[src/rtl/fifo_pkg.sv]
// Shared helpers for the fifo family: geometry derivation and threshold legality.
package fifo_pkg;

  function automatic int unsigned fifo_depth(input int unsigned awidth);
    return 32'd1 << awidth;
  endfunction

  function automatic int unsigned usedw_width(input int unsigned awidth);
    return awidth + 32'd1;
  endfunction

  // Both thresholds must lie in 1..depth.
  function automatic bit thresholds_legal(input int unsigned af,
                                          input int unsigned ae,
                                          input int unsigned depth);
    return (af >= 32'd1) && (af <= depth) && (ae >= 32'd1) && (ae <= depth);
  endfunction

endpackage

[src/rtl/fifo_mem.sv]
// DEPTH x DWIDTH register array: one synchronous write port, one asynchronous read port.
module fifo_mem
  import fifo_pkg::*;
#(
  parameter int unsigned DWIDTH = 8,
  parameter int unsigned AWIDTH = 3
) (
  input  logic              clk_i,
  input  logic              we_i,
  input  logic [AWIDTH-1:0] waddr_i,
  input  logic [DWIDTH-1:0] wdata_i,
  input  logic [AWIDTH-1:0] raddr_i,
  output logic [DWIDTH-1:0] rdata_o
);

  localparam int unsigned DEPTH = fifo_depth(AWIDTH);

  // Storage is intentionally left without reset.
  logic [DWIDTH-1:0] mem_q [DEPTH];

  always_ff @(posedge clk_i) begin
    if (we_i) begin
      mem_q[waddr_i] <= wdata_i;
    end
  end

  assign rdata_o = mem_q[raddr_i];

endmodule

[src/rtl/fifo_ext.sv]
// Single-clock FIFO with fill count, almost-full/empty thresholds, sticky
// overflow/underflow flags and a selectable show-ahead read port.
module fifo_ext
  import fifo_pkg::*;
#(
  parameter int unsigned DWIDTH             = 8,
  parameter int unsigned AWIDTH_EXP         = 3,
  parameter string       SHOWAHEAD          = "OFF",
  parameter int unsigned ALMOST_FULL_VALUE  = fifo_depth(AWIDTH_EXP) - 32'd2,
  parameter int unsigned ALMOST_EMPTY_VALUE = 2
) (
  input  logic                  clk_i,
  input  logic                  srst_i,
  input  logic [DWIDTH-1:0]     data_i,
  input  logic                  wrreq_i,
  input  logic                  rdreq_i,
  output logic [DWIDTH-1:0]     q_o,
  output logic                  empty_o,
  output logic                  full_o,
  output logic [AWIDTH_EXP:0]   usedw_o,
  output logic                  almost_full_o,
  output logic                  almost_empty_o,
  output logic                  ovf_o,
  output logic                  udf_o
);

  localparam int unsigned DEPTH   = fifo_depth(AWIDTH_EXP);
  localparam int unsigned UW      = usedw_width(AWIDTH_EXP);
  localparam bit          SHOW_ON = (SHOWAHEAD == "ON");
  localparam bit          SHOW_OK = SHOW_ON || (SHOWAHEAD == "OFF");

  if (!SHOW_OK) begin : g_bad_showahead
    $fatal(1, "fifo_ext: SHOWAHEAD must be \"ON\" or \"OFF\"");
  end
  if (!thresholds_legal(ALMOST_FULL_VALUE, ALMOST_EMPTY_VALUE, DEPTH)) begin : g_bad_threshold
    $fatal(1, "fifo_ext: almost-full/almost-empty thresholds out of range");
  end

  logic [AWIDTH_EXP-1:0] wr_ptr_q, wr_ptr_d;
  logic [AWIDTH_EXP-1:0] rd_ptr_q, rd_ptr_d;
  logic [UW-1:0]         usedw_q, usedw_d;
  logic                  empty_q, empty_d;
  logic                  full_q, full_d;
  logic                  afull_q, afull_d;
  logic                  aempty_q, aempty_d;
  logic                  ovf_q, ovf_d;
  logic                  udf_q, udf_d;
  logic                  wr_acc, rd_acc;
  logic [DWIDTH-1:0]     mem_rdata;

  // Acceptance uses the registered flags from before the edge.
  assign wr_acc = wrreq_i & ~full_q;
  assign rd_acc = rdreq_i & ~empty_q;

  always_comb begin
    wr_ptr_d = wr_ptr_q;
    rd_ptr_d = rd_ptr_q;
    usedw_d  = usedw_q;
    ovf_d    = ovf_q;
    udf_d    = udf_q;
    if (wr_acc) wr_ptr_d = wr_ptr_q + AWIDTH_EXP'(1);
    if (rd_acc) rd_ptr_d = rd_ptr_q + AWIDTH_EXP'(1);
    usedw_d  = usedw_q + UW'(wr_acc) - UW'(rd_acc);
    if (wrreq_i && full_q)  ovf_d = 1'b1;
    if (rdreq_i && empty_q) udf_d = 1'b1;
    // Flags follow the next-state count so they move on the same edge.
    empty_d  = (usedw_d == '0);
    full_d   = (usedw_d == UW'(DEPTH));
    afull_d  = (usedw_d >= UW'(ALMOST_FULL_VALUE));
    aempty_d = (usedw_d <  UW'(ALMOST_EMPTY_VALUE));
  end

  always_ff @(posedge clk_i) begin
    if (srst_i) begin
      wr_ptr_q <= '0;
      rd_ptr_q <= '0;
      usedw_q  <= '0;
      empty_q  <= 1'b1;
      full_q   <= 1'b0;
      afull_q  <= 1'b0;
      aempty_q <= 1'b1;
      ovf_q    <= 1'b0;
      udf_q    <= 1'b0;
    end else begin
      wr_ptr_q <= wr_ptr_d;
      rd_ptr_q <= rd_ptr_d;
      usedw_q  <= usedw_d;
      empty_q  <= empty_d;
      full_q   <= full_d;
      afull_q  <= afull_d;
      aempty_q <= aempty_d;
      ovf_q    <= ovf_d;
      udf_q    <= udf_d;
    end
  end

  fifo_mem #(
    .DWIDTH (DWIDTH),
    .AWIDTH (AWIDTH_EXP)
  ) u_mem (
    .clk_i   (clk_i),
    .we_i    (wr_acc & ~srst_i),
    .waddr_i (wr_ptr_q),
    .wdata_i (data_i),
    .raddr_i (rd_ptr_q),
    .rdata_o (mem_rdata)
  );

  if (SHOW_ON) begin : g_showahead
    assign q_o = mem_rdata;
  end else begin : g_normal
    logic [DWIDTH-1:0] q_q;
    always_ff @(posedge clk_i) begin
      if (srst_i) begin
        q_q <= '0;
      end else if (rd_acc) begin
        q_q <= mem_rdata;
      end
    end
    assign q_o = q_q;
  end

  assign empty_o        = empty_q;
  assign full_o         = full_q;
  assign usedw_o        = usedw_q;
  assign almost_full_o  = afull_q;
  assign almost_empty_o = aempty_q;
  assign ovf_o          = ovf_q;
  assign udf_o          = udf_q;

endmodule

[config.mk]
export PLATFORM = sky130hd
export DESIGN_NAME = fifo_ext
export DESIGN_NICKNAME = d
export VERILOG_FILES = /design/src/rtl/fifo_pkg.sv /design/src/rtl/fifo_mem.sv /design/src/rtl/fifo_ext.sv
export SDC_FILE = /design/constraint.sdc
export NUM_CORES = 1
export LEC_CHECK = 0
export CORE_MARGIN = 1.5
export CORE_UTILIZATION = 40
export CTS_CLUSTER_SIZE = 16
export DETAILED_ROUTE_END_ITERATION = 7
export HOLD_SLACK_MARGIN = 0.03
export REMOVE_ABC_BUFFERS = 1
export SLEW_MARGIN = 20
export SYNTH_ARGS = -nofsm -noshare
export SYNTH_HDL_FRONTEND = slang
export SYNTH_SLANG_ARGS = --single-unit
[constraint.sdc]
create_clock -name clk_i -period 2.9 [get_ports clk_i]
set_clock_uncertainty 0.1 [all_clocks]
set_input_delay 0.29 -clock clk_i [delete_from_list [all_inputs] [get_ports clk_i]]
set_output_delay 0.29 -clock clk_i [all_outputs]
set_load 0.005 [all_outputs]
# Yosys cells after proc, flatten, opt, wreduce, memory -nomap -nowiden
# Memory sizes are Yosys's and may differ from the RTL's. A register that Yosys moved wholly into a read port is not among the register bits.
# Cells that the tools add are included.
[op_classes]
addsub = 4
magnitude_cmp = 2
n_eq_ne = 1
n_mux = 2
bitwise = 6
reduce_logical = 3
[ops]
columns = ["cell", "n"]
rows = [
  ["adder 3 x 1 -> 3 bit (second input constant)", 2],
  ["adder 4 x 1 -> 4 bit", 1],
  ["equality test 4 bit (second input constant)", 1],
  [">= comparator 4 x 3 -> 1 bit (second input constant)", 1],
  ["zero test 4 bit", 1],
  ["less-than comparator 4 x 2 -> 1 bit (second input constant)", 1],
  ["subtractor 4 x 1 -> 4 bit", 1],
  ["bitwise AND 1 bit", 3],
  ["inverter 1 bit", 3],
  ["logical AND 1 bit", 2],
  ["2-to-1 mux 1 bit", 2],
]
[totals]
register_bits = 16
mem_bits_rw = 64
in_bits = 12
output_inout_bits = 18
elab_cells = 28
memories = 1
[mem_list]
columns = ["memory", "depth", "width", "read_ports", "rd_ports_with_merged_regs", "wr", "line", "rtl"]
rows = [
  ["u_mem.mem_q", 8, 8, 1, 1, 1, "fifo_mem.sv:19", "logic [DWIDTH-1:0] mem_q [DEPTH];"],
]

# Logic depth before layout (Yosys ltp)
# Gate-level depths: netlist (run 1).
[depth]
word_depth = 5
mapped_depth = 13
ltp_nobuf = 11

# Cells and area by module
# Synthesis (run 1) repeated with hierarchy kept, for this count alone.
[unflattened]
cells_unflattened = 213
area_unflattened_um2 = 3507.1
[modules_own_cells]
columns = ["module", "n_inst", "cells_each", "area_per_inst_um2", "seq_area_each_um2"]
rows = [
  ["fifo_mem", 1, 106, 2531.2, 1921.8],
  ["fifo_ext", 1, 107, 975.9, 480.5],
]

# Least setup slack after synthesis (run 1)
# OpenSTA, ideal clock, no wires.
[synth_path]
path_kind = "reg2reg"
from = "register empty_q (netlist: empty_o)"
to = "register afull_q (netlist: almost_full_o)"
setup_ns = 0.074
arrival_time_ns = 2.266
required_ns = 2.726
setup_slack_ns = 0.460
path_stages_with_launch = 13
n_path_buf = 2
period_less_slack_ns = 2.440
cell_sequence = "dfxtp_1 nand2b_1 buf_2 inv_1 buf_4 ha_1 inv_1 ha_1 inv_1 fa_1 xor2_1 or2_2 a21oi_1"
[synth_via]
elab_chain_cells = 4
[synth_lines]
columns = ["item", "line", "rtl"]
rows = [
  ["start, declared", "fifo_ext.sv:42", "logic empty_q, empty_d;"],
  ["start signal, assigned", "fifo_ext.sv:88", "empty_q <= empty_d;"],
  ["inverter 1 bit", "fifo_ext.sv:53", "assign rd_acc = rdreq_i & ~empty_q;"],
  ["bitwise AND 1 bit", "fifo_ext.sv:53", ""],
  ["via rd_acc", "fifo_ext.sv:48", "logic wr_acc, rd_acc;"],
  ["subtractor 4 x 1 -> 4 bit", "fifo_ext.sv:63", "usedw_d = usedw_q + UW'(wr_acc) - UW'(rd_acc);"],
  [">= comparator 4 x 3 -> 1 bit", "fifo_ext.sv:69", "afull_d = (usedw_d >= UW'(ALMOST_FULL_VALUE));"],
  ["end signal, assigned", "fifo_ext.sv:90", "afull_q <= afull_d;"],
  ["end, declared", "fifo_ext.sv:44", "logic afull_q, afull_d;"],
]
# The timed path passes the listed nets, and every way through them passes these cells.
# A chain may end at the register's enable or synchronous reset.

# Final worst setup path (run 1)
[layout_path]
from = "input wrreq_i"
to = "register afull_q (netlist: almost_full_o)"
[layout_via]
elab_chain_cells = 4
[layout_lines]
columns = ["item", "line", "rtl"]
rows = [
  ["start, declared", "fifo_ext.sv:15", "input logic wrreq_i,"],
  ["bitwise AND 1 bit", "fifo_ext.sv:52", "assign wr_acc = wrreq_i & ~full_q;"],
  ["adder 4 x 1 -> 4 bit", "fifo_ext.sv:63", ""],
  ["subtractor 4 x 1 -> 4 bit", "fifo_ext.sv:63", ""],
  [">= comparator 4 x 3 -> 1 bit", "fifo_ext.sv:69", ""],
]
# Every way passes these cells.

==> results of run 1 <==
## registers in the layout (all words and copies together), names as in the netlist
name            cells
u_mem.mem_q        64
empty_o             1
q_o                 8
ovf_o               1
rd_ptr_q            3
wr_ptr_q            3
almost_empty_o      1
almost_full_o       1
udf_o               1
full_o              1
usedw_o             4
## how the worst max path moves through the flow
| stage | slack, ns | cells after the start | endpoint |
|---|---|---|---|
| floorplan | 0.46 | 10 | almost_full_o |
| global placement | 0.26 | 11 | almost_full_o |
| detailed placement | 0.18 | 11 | almost_full_o |
| CTS | 0.55 | 11 | almost_full_o |
| global route | 0.38 | 11 | almost_full_o |
| finish | 0.55 | 11 | almost_full_o |
## worst min-delay path: stages (launching register included)
cell,delay (ns)
dfxtp_1,0.34
a21oi_1,0.04
nor2_1,0.07
## kinds of logic after synthesis
family / after synthesis / synth area share
flip-flops: 88 / 0.678
multiplexers: 33 / 0.0932
AND/OR/NAND/NOR: 53 / 0.0851
XOR/XNOR: 7 / 0.0173
AO/OA/AOI/OAI: 32 / 0.0600
adder cells (fa/ha/maj): 7 / 0.0268
buffers and inverters: 21 / 0.0395
## routing by layer
layer / track usage / up-vias / wire (microns)
met1: 0.196 / 981 / 3090
met3: 0.0266 / 11 / 349
met4: 0.0836 / 0 / 139
li1: - / 965 / -
met5: 0 / - / 0
met2: 0.234 / 54 / 3210
## Yosys cell counts (all sizes together)
cell	n	share of area
nor4b	2	0.0049
nor3	10	0.025
xor2	4	0.0099
xnor2	3	0.0074
and2	1	0.0018
nand3b	1	0.0021
nand2b	3	0.0053
nor2	22	0.023
a22oi	16	0.034
nand2	6	0.0064
inv	7	0.0074
edfxtp	64	0.54
a21o	2	0.0042
fa	1	0.0056
buf	9	0.026
dfxtp	24	0.14
a31o	1	0.0025
ha	6	0.021
or2	1	0.0018
nor4	3	0.0071
a21oi	13	0.019
nor2b	4	0.0071
mux2i	33	0.093
clkbuf	5	0.0060
## cell type report
cell class              instances  area [sq um]
inverters                       7          26.3
well taps                     108           135
fillers                       785          4440
repair buffers                 43           395
flip-flops and latches         88          2400
clock inverters                 5          80.1
multi-input cells             132          1010
clock buffers                  11           141
## metrics by stage
step	instance area [sq um]	power [mW]	setup slack, ns
after floorplan	3430	2.09	0.460
after global placement	3970	2.42	0.260
after detailed placement	3970	2.43	0.178
after CTS	4200	3.34	0.546
after global routing	4200	3.47	0.385
final	4200	3.31	0.555
## power by group through the flow
stage	combinational (mW)	clock (mW)	sequential [mW]
floorplan	0.463	0	1.63
global placement	0.835	0	1.58
detailed placement	0.843	0	1.58
CTS	0.847	0.941	1.56
global route	0.921	0.982	1.57
finish	0.833	0.920	1.55
==> results.toml, run 1 <==
[pwr]
intPower_mw = 2.40
p_seq_frac = 0.470
p_sw_frac = 0.275
netSwitchingPower_mw = 0.908
power_density_nw_per_um2 = 788
vdd_drop_max_v = 0.000244
clock_power_share = 0.278
power.leakage_nw = 1.42
p_comb_frac = 0.252

[route]
drcViolationCount = 0
drt-initial-drc-count = 84
ant_nets = 0
wire_per_inst_microns = 17.2
routed_wirelength_mm = 6.79
drtPass1Iterations = 4
viasPerCell = 5.10
vias = 2011

[sta]
slew_headroom = 0.447
finalHoldViolCount = 0
drv_slew = 0
timing_worst_slew_pin_value_ns = 0.827
period_share = 0.809
period_minus_slack_ns = 2.35
final.setup.tns_ns = 0
holdWs_ns = 0.385
fmax_mhz = 426
setup_viol = 0
rsz0062_at_grt = "no"

[floorplanning]
die_w_microns = 97.1
rows = 34
initial_utilization = 0.410
io_pins = 30
die_area_sq_um = 9430
core_area_sq_um = 8640
die-height_microns = 97.1

[critical_path]
regToRegEndpoint = "almost_full_o"
crit_chain = "clkdlybuf4s50_1, nor2b_1, inv_1, ha_1, inv_1, ha_1, inv_1, fa_1, xor2_1, or2_2, a21oi_1"
crit_required_ns = 3.08
end_kind = "flip-flop"
crit_slowest_cell = "clkdlybuf4s50_1"
cp_max_fo = 4
path_buf_inv = 4
worstSetupPathType = "in -> reg"
arrival_ns = 2.53
reg2regPathDepth = 10
cpMostUsedCell = "inv_1"
cp-start-kind = "input port"
r2r_slack_ns = 0.64
cpPeakStageDelay_ns = 0.47
cp_top_family = "adder cells"
startpoint = "wrreq_i"
rr_startpoint = "empty_o"

[worst_hold_path]
min_path_type = "reg -> reg"
hold_start = "udf_o"
whs_path_depth = 2
hold_end = "udf_o"

[grt]
grt_pass1_vias = 1926
overflow = 0
antenna_found_initial = 0
grt_pass1_wl_mm = 10.3
grt_max_degree = 35
grt_usage = 0.149

[yosys]
synth-seq-cells = 88
synth_cell_types = 33
ys_warn_count = 0
synth_cells = 241
ys_seq_area_frac = 0.678
synth_area_sq_um = 3540
avgSynthCellArea_sq_um = 14.7

[layout]
final_common_cell = "edfxtp_1"
diodes = 0
drive_gt1_frac = 0.150
stdcell_count = 394
most-common-layout-cells = "64 x edfxtp_1, 33 x mux2i_1, 29 x clkdlybuf4s50_1, 23 x dfxtp_1, 22 x nor2_1"
final_nets = 300
area_growth_pct = 18.4
fin_util = 0.486

[clock_network]
cts_tree = "yes"
cts_max_path_buffers = 2
ctsResizeCount = 0
cts_buffers = 9
path_clk_slew_ns = 0.08
clock-sinks = 88
cts_setup_buffers = 0
clock_latency_ns = 0.34
holdBufCountCts = 0
root_buffer = "clkbuf_8"
htreeDepth = 3

[run_status]
status = "finished clean"

[place]
place_hpwl_mm = 4.15
dp_cells = 378
gp_congestion = 0.730
port_buffers = 29

[flow_run]
drv_cap = 0
No activity file was read; power rests on OpenSTA's default activity.
==> run 2, diff against run 1 <==
- clock period: 2.9 -> 2.5 ns (I/O delays scaled with it)
==> results.toml, run 2 (synthesis gave the netlist of run 1 again) <==
[pwr]
power_density_nw_per_um2 = 906
power.leakage_nw = 1.46
vdd_drop_max_v = 0.000299
power.total_mw = 3.84

[floorplanning]
die_w_microns = 97.1
die-height_microns = 97.1
die_area_sq_um = 9430
io_pins = 30
initial_utilization = 0.410
core_area_sq_um = 8640
rows = 34

[worst_hold_path]
min_path_type = "reg -> reg"

[place]
dpl-instance-area_sq_um = 4030
dp_slack_ns = -0.139
place_hpwl_mm = 4.26
port_buffers = 29
gp_congestion = 0.741

[sta]
setup_viol = 0
rsz0062_at_grt = "no"
period_share = 0.910
drv_slew = 0
timing_worst_slew_pin_value_ns = 0.454
postLayoutSetupSlackWorst_ns = 0.225
period_minus_slack_ns = 2.27
finalHoldViolCount = 0
final.setup.tns_ns = 0
fmax_mhz = 440
slew_headroom = 0.695

[clock_network]
cts_tree = "yes"
cts_buffers = 9
clock_latency_ns = 0.36
cts_setup_buffers = 0
path_clk_slew_ns = 0.08
clock-sinks = 88
holdBufCountCts = 0
ctsResizeCount = 0
cts_max_path_buffers = 2
root_buffer = "clkbuf_8"
htreeDepth = 3

[grt]
antenna_found_initial = 0
grt_pass1_vias = 1837
grt_max_degree = 25
grt_usage = 0.149
overflow = 0
grt_pass1_wl_mm = 10.3

[layout]
drive_gt1_frac = 0.171
num-fill-cells = 769
most-common-layout-cells = "64 x edfxtp_1, 33 x mux2i_1, 29 x clkdlybuf4s50_1, 23 x dfxtp_1, 22 x nor2_1"
final_common_cell = "edfxtp_1"
diodes = 0
largest_register_ffs = 64
area_growth_pct = 19.6
fin_util = 0.491
final_nets = 307
finish.instance_area_sq_um = 4240
largest_register = "u_mem.mem_q"

[critical_path]
regToRegEndpoint = "almost_full_o"
crit_required_ns = 2.68
rr_startpoint = "empty_o"
r2r_slack_ns = 0.25
startpoint = "wrreq_i"
end_kind = "flip-flop"
crit_chain = "clkdlybuf4s50_1, nor2b_1, inv_1, ha_1, inv_1, ha_1, inv_1, fa_1, xor2_1, or2_2, a21oi_1"
cpMostUsedCell = "inv_1"
crit_slowest_cell = "clkdlybuf4s50_1"
cp_max_fo = 4
arrival_ns = 2.46
cpPeakStageDelay_ns = 0.47
worstSetupPathType = "in -> reg"
worstSetupEndpoint = "almost_full_o"
reg2regPathDepth = 10
cp-start-kind = "input port"

[route]
viasPerCell = 5.02
topRoutingLayerUsed = "met4"
routed_wirelength_mm = 6.80
wl_met1_mm = 3.24
ant_nets = 0
wire_per_inst_microns = 17.0
drt-initial-drc-count = 91
drtPass1Iterations = 4
met2_length_mm = 3.24
wl_met3_microns = 155
vias = 2015
drcViolationCount = 0

[run_status]
status = "finished clean"

[flow_run]
drv_cap = 0
run 2: cell types whose count changed in the layout (fill, tap and decap cells not counted), sizes merged:
cell / delta
buf: +7
clkbuf: -2
clkinvlp: -1
clkinv: +3
run 2: power breakdown:
part           total [mW]  leakage [nW]  internal, mW  switching (mW)
Sequential           1.80         0.776          1.71          0.0858
Clock                1.05         0.108         0.554           0.491
Combinational       0.994         0.577         0.500           0.494
run 2: cell type report:
class                   count  area (sq um)  share of cell area
repair buffers             50           448               0.106
clock buffers               9           124              0.0292
inverters                   7          26.3             0.00620
flip-flops and latches     88          2400               0.567
clock inverters             7          86.3              0.0204
multi-input cells         132          1010               0.239
well taps                 108           135              0.0319
run 2: worst min path at each step:
stage	from	to	slack, ns	depth (start not counted)
detailed placement	udf_o	udf_o	0.36	2
CTS	udf_o	udf_o	0.39	2
floorplan	srst_i	almost_full_o	0.22	1
finish	udf_o	udf_o	0.39	2
global placement	udf_o	udf_o	0.35	2
global route	ovf_o	ovf_o	0.42	2
run 2: routing by layer:
metal | GRT usage | vias up
li1 | - | 978
met1 | 0.206 | 986
met2 | 0.228 | 38
met3 | 0.0216 | 13
met4 | 0.0803 | 0
met5 | 0 | -
run 2: critical path, delay by kind of cell:
family	cells	cell delay [ns]
buffers and inverters	4	0.64
AOI/OAI and AO/OA	1	0.14
adders and majority gates	3	0.80
xor gates and xnor gates	1	0.18
and+or+nand+nor	2	0.45
run 2: per-stage QoR:
step | hold WS (ns) | std cells
floorplan | 0.219 | 227
global placement | 0.353 | 385
detailed placement | 0.364 | 385
CTS | 0.390 | 401
global route | 0.424 | 401
finish | 0.390 | 401
